File: src/rtl/display_bcd_ctrl.sv
// Sequential binary-to-BCD controller for a two-digit 7-segment display.
// Converts by repeated subtraction of 10, one step per clock; digits hold until completion.
module display_bcd_ctrl #(
  parameter int LARGURA    = 8,
  parameter int MAX_VAL    = 99,
  parameter int APAGA_ZERO = 0
) (
  input  logic               clock,
  input  logic               reset,
  input  logic [LARGURA-1:0] valor,
  input  logic               carregar,
  output logic [3:0]         dezena,
  output logic [3:0]         unidade,
  output logic               ocupado,
  output logic               pronto,
  output logic               erro
);

  typedef enum logic {IDLE, CONV} state_t;

  localparam logic [LARGURA-1:0] MAX_V = LARGURA'(MAX_VAL);
  localparam logic [LARGURA-1:0] DEZ   = LARGURA'(10);
  localparam logic [3:0]         BLANK = 4'hF;

  state_t             state_q, state_d;
  logic [LARGURA-1:0] resto_q, resto_d;
  logic [3:0]         dez_cnt_q, dez_cnt_d;
  logic [3:0]         dezena_q, dezena_d;
  logic [3:0]         unidade_q, unidade_d;
  logic               pronto_q, pronto_d;
  logic               erro_q, erro_d;

  always_comb begin
    state_d   = state_q;
    resto_d   = resto_q;
    dez_cnt_d = dez_cnt_q;
    dezena_d  = dezena_q;
    unidade_d = unidade_q;
    erro_d    = erro_q;
    pronto_d  = 1'b0;
    unique case (state_q)
      IDLE: begin
        if (carregar) begin
          if (valor > MAX_V) begin
            dezena_d  = BLANK;
            unidade_d = BLANK;
            erro_d    = 1'b1;
            pronto_d  = 1'b1;
          end else begin
            resto_d   = valor;
            dez_cnt_d = '0;
            state_d   = CONV;
          end
        end
      end
      CONV: begin
        // Guarded subtraction keeps resto from wrapping; dez_cnt tops out at 9.
        if (resto_q >= DEZ) begin
          resto_d   = resto_q - DEZ;
          dez_cnt_d = dez_cnt_q + 4'd1;
        end else begin
          unidade_d = resto_q[3:0];
          dezena_d  = ((APAGA_ZERO != 0) && (dez_cnt_q == 4'd0)) ? BLANK : dez_cnt_q;
          erro_d    = 1'b0;
          pronto_d  = 1'b1;
          state_d   = IDLE;
        end
      end
      default: state_d = IDLE;
    endcase
  end

  always_ff @(posedge clock) begin
    if (reset) begin
      state_q   <= IDLE;
      resto_q   <= '0;
      dez_cnt_q <= '0;
      dezena_q  <= BLANK;
      unidade_q <= BLANK;
      pronto_q  <= 1'b0;
      erro_q    <= 1'b0;
    end else begin
      state_q   <= state_d;
      resto_q   <= resto_d;
      dez_cnt_q <= dez_cnt_d;
      dezena_q  <= dezena_d;
      unidade_q <= unidade_d;
      pronto_q  <= pronto_d;
      erro_q    <= erro_d;
    end
  end

  assign dezena  = dezena_q;
  assign unidade = unidade_q;
  assign ocupado = (state_q == CONV);
  assign pronto  = pronto_q;
  assign erro    = erro_q;

endmodule

File: config.mk
export PLATFORM = sky130hd
export DESIGN_NAME = display_bcd_ctrl
export DESIGN_NICKNAME = d
export VERILOG_FILES = /design/src/rtl/display_bcd_ctrl.sv
export SDC_FILE = /design/constraint.sdc
export NUM_CORES = 1
export LEC_CHECK = 0
export BUFFER_PORTS_ARGS = -buffer_cell sky130_fd_sc_hd__clkbuf_2
export CAP_MARGIN = 30
export CORE_ASPECT_RATIO = 1.1
export CORE_MARGIN = 5
export CORE_UTILIZATION = 37
export CTS_BUF_LIST = sky130_fd_sc_hd__clkbuf_8
export DETAILED_ROUTE_END_ITERATION = 6
export GPL_ROUTABILITY_DRIVEN = 1
export PLACE_DENSITY = 0.57
export SKIP_LAST_GASP = 1
export SYNTH_ARGS = -nofsm -noshare
export SYNTH_HDL_FRONTEND = slang
export SYNTH_SLANG_ARGS = --single-unit
File: constraint.sdc
create_clock -name clock -period 2.29 [get_ports clock]
set_input_delay 0.687 -clock clock [delete_from_list [all_inputs] [get_ports clock]]
set_output_delay 0.687 -clock clock [all_outputs]
set_load 0.005 [all_outputs]
# After elaboration in Yosys (flattened, before gate mapping)
# Cells that the tools add are included.
dict set report op_classes {
  bitwise_logic 1
  n_reduce_logical 2
  eq_ne 5
  mux 26
  addsub 2
  order_cmp 2
}
# op n
set op_table {}
lappend op_table {{4-bit 2-to-1 mux} 7}
lappend op_table {{8-bit 2-to-1 mux} 3}
lappend op_table {{4-bit one-hot mux with 2 select lines} 3}
lappend op_table {{8-bit one-hot mux with 2 select lines} 1}
lappend op_table {{1-bit 2-to-1 mux} 9}
lappend op_table {{8-bit by 4-bit >= comparator with 1-bit output (second input constant)} 1}
lappend op_table {{8-bit by 7-bit > comparator with 1-bit output (second input constant)} 1}
lappend op_table {{2-bit inequality test (second input constant)} 4}
lappend op_table {{8-bit by 4-bit subtractor with 8-bit output (second input constant)} 1}
lappend op_table {{1-bit one-hot mux with 2 select lines} 3}
lappend op_table {{3-bit AND reduction} 2}
lappend op_table {{4-bit by 1-bit adder with 4-bit output (second input constant)} 1}
lappend op_table {{2-bit by 1-bit inequality test with 1-bit output (second input constant)} 1}
lappend op_table {{1-bit NOT} 1}
dict set report totals {
  out_inout_bits 11
  input_bits 11
  register_bits 23
  word_cells 45
}

# Longest topological paths before layout
dict set report depth {
  depth_word 4
  ltp_mapped 6
  depth_no_buf 6
}

# Worst setup path after synthesis
# OpenSTA, ideal clock, no wires.
dict set report synth_timing {
  kind {input-to-reg}
  from {input valor[4]}
  to {register resto_q[3]}
  cell_stages 5
  n_path_buf 1
  t_required_ns 2.198
  arrival_time_ns 1.713
  slack_ns 0.484
  setup_ns 0.092
  path_cell_list {o311ai_1 -> and2_1 -> clkbuf_1 -> nor2_1 -> o32ai_1}
}
dict set report synth_between {
  elab_chain_len 3
}
# element line_no
set synth_lines {}
lappend synth_lines {{start, declared} 10} ;# input logic [LARGURA-1:0] valor,
lappend synth_lines {{8-bit by 7-bit > comparator with 1-bit output} 44} ;# if (valor > MAX_V) begin
lappend synth_lines {{2-bit inequality test (no source line)} --}
lappend synth_lines {{3-bit AND reduction (no source line)} --}
lappend synth_lines {{end signal, assigned} 84} ;# resto_q <= resto_d;
lappend synth_lines {{end, declared} 26} ;# logic [LARGURA-1:0] resto_q, resto_d;
# Every way passes these cells.
# A chain may end at the register's enable or synchronous reset.

# Worst setup path in the final report
dict set report layout_timing {
  from {register state_q, in the netlist ocupado}
  to {output ocupado}
}
# element line_no
set layout_lines {}
lappend layout_lines {{start, declared} 25} ;# state_t state_q, state_d;
lappend layout_lines {{start signal, assigned} 83} ;# state_q <= state_d;
lappend layout_lines {{end, declared} 14} ;# output logic ocupado,
# No word-level cell between the ends.

==> metrics <==
# DRC=0; post-synth top area share=40.31%; clk_skew=0.006104 ns; most numerous cell in the Yosys netlist=dfxtp_1; CTS tree=built; drt first-iter violations=29; die height=68.28 um; total die area=4300 um^2; Req. time, crit path=1.60 ns; DR WL/cell=15.24 um; total number of vias=1079; Clk pin slew, worst setup/hold paths=0.08 ns; Critical Path End=ocupado; Final Net Count=170; synthesized flop and latch total=23; clk root buf=clkbuf_8; crit end category=primary output; unrepaired setup endpoints after global routing=no; GRT Resource Usage Total=14.65%; row cnt=21; Slew Limit Fails=0; core area=3022 um^2; # resized after CTS=0; via count of the first global-routing pass=1065; first-pass GRT wire length=5.030 mm; CTS Buffer Depth=2; final core occ=43.81%; Initial Util=37.81%; reg2reg start=ocupado; worst slew pin tran=0.8496 ns; MaxCap Viol Count=0; pwr/cell area=606.5 nW/um^2; Avg Cell Area, Syn=8.400 um^2; Arr. time, crit path=1.17 ns; largest net degree at the start of global routing=26; crit-path max FO=15; fmax=538.1 MHz; minimum clock period=1.859 ns; Final HPWL DP=2.162 mm; hold crit path type=flip-flop to flip-flop; diode count=0; relative slew slack=43.36%; synthesized cell area=1142 um^2; static leakage=0.5189 nW; crit path from=ocupado; asr flop ratio synth=0%; Setup Crit Path Kind=flip-flop to primary output; Mapped Cells=136; antenna-violating nets left=0; Hold Path Stages=2; Final Hold Vio Count=0; post-route setup TNS=0 ns; commonest register cell after synthesis=dfxtp_1; # port buffers=21; startpoint types=flip-flop; R2R Setup Slk=0.44 ns; area growth from synthesis to layout=15.88%; CTS Buf Count=3; run status=finished clean; drt total wl=2.896 mm; DR vias/cell=5.679; # IOs=22; Synthesized Nets=149; sequential share of the synthesized area=40.31%; power after layout=0.0008028 W; R2R depth=4; fillers=316; initial antenna violation count=0; top cells by count, synth=dfxtp_1, nor3_1, a21oi_1, nand3_1, nand2_1; first-pass iteration count of the detailed router=4; die width=62.98 um; count of flip-flops with a built-in enable after synthesis=0; final setup fails=0; Post-CTS Setup Inserts=0; Placer Congestion=0.9330; share of layout cells above drive strength 1=21.79%; unique cell type count in the Yosys netlist=39; clock latency on the worst-skew pair=0.26 ns; Tcrit/Tclk final=81.16%; synth warn=0; peak supply drop=318.0 uV; Post-CTS Hold Fix Bufs=0; CTS H-Tree Depth=1; Area contributors post-synth=dfxtp_1, nor3_1, o21bai_1, a21oi_1, nand3_1; grt ovf=0; FF-to-FF End=resto_q[3]; largest area contributor in the netlist=dfxtp_1; # clock sinks=23
## layout by cell type, fill, tap and decap left out, drive strengths merged, types with 2 or more instances in the layout
cell type	n
nor2	7
o21bai	8
o32ai	2
clkbuf	24
nand2	10
a22oi	3
nand2b	5
clkinv	2
ha	2
nor3	19
dfxtp	23
o22ai	3
nand3	10
and3	2
o21ai	2
a311oi	2
inv	3
o311ai	2
buf	2
a21oi	11
## critical path, cell delays in order, from the launching register on
cell      delay, ns
dfxtp_1        0.51
buf_4          0.26
clkbuf_2       0.14
## routing by layer
layer	vias up	track usage (%)	part of all wire (%)
li1	545	-	-
met1	504	18.35	45
met2	28	26.79	50
met3	2	1.970	4.3
met4	0	3.183	0.55
met5	-	0	0
## power breakdown
part / switching (W) / internal (W)
Sequential: 0.0000157 / 0.000414
Clock: 0.000129 / 0.000121
Combinational: 0.0000729 / 0.0000498
## registers in the layout (all words and copies together) (netlist names)
register and flops:
dez_cnt_q 4, dezena 4, erro 1, ocupado 1, pronto 1, resto_q 8
unidade 4
## worst min-delay path by stage
stage / from / endpoint / slack, ns
after CTS: resto_q[0] / resto_q[0] / 0.47
final: resto_q[0] / resto_q[0] / 0.47
after floorplan: resto_q[0] / resto_q[0] / 0.44
after global routing: resto_q[0] / resto_q[0] / 0.50
after detailed placement: resto_q[0] / resto_q[0] / 0.46
after global placement: resto_q[0] / resto_q[0] / 0.45
## area by class of cell
class	count	area, um^2	area share, %
multi-input cells	102	639.4	48.30
flip-flops and latches	23	460.4	34.78
repair buffers	23	120.1	9.074
well taps	34	42.54	3.214
clock buffers	3	41.29	3.119
inverters	4	15.01	1.134
clock inverters	1	5.005	0.3781
## kinds of logic (layout without fill, tap and decap cells)
family / count (synthesis) / in the layout / synth area share, %
AND/OR/NAND/NOR: 61 / 61 / 28.92
multiplexers: 1 / 1 / 0.8763
buffers and inverters: 11 / 31 / 3.723
AO/OA/AOI/OAI: 38 / 38 / 23.99
flip-flops: 23 / 23 / 40.31
adder cells (fa/ha/maj): 2 / 2 / 2.190
## through the flow
stage | cell area, um^2 | std cells | hold WS, ns | setup WS (ns)
2_1_floorplan | 1142 | 136 | 0.4370 | 0.4844
3_3_place_gp | 1277 | 186 | 0.4498 | 0.3169
3_5_place_dp | 1277 | 186 | 0.4578 | 0.1962
4_1_cts | 1324 | 190 | 0.4697 | 0.4483
5_1_grt | 1324 | 190 | 0.5004 | 0.2245
6_report | 1324 | 190 | 0.4689 | 0.4315
No activity file was read; power rests on OpenSTA's default activity.
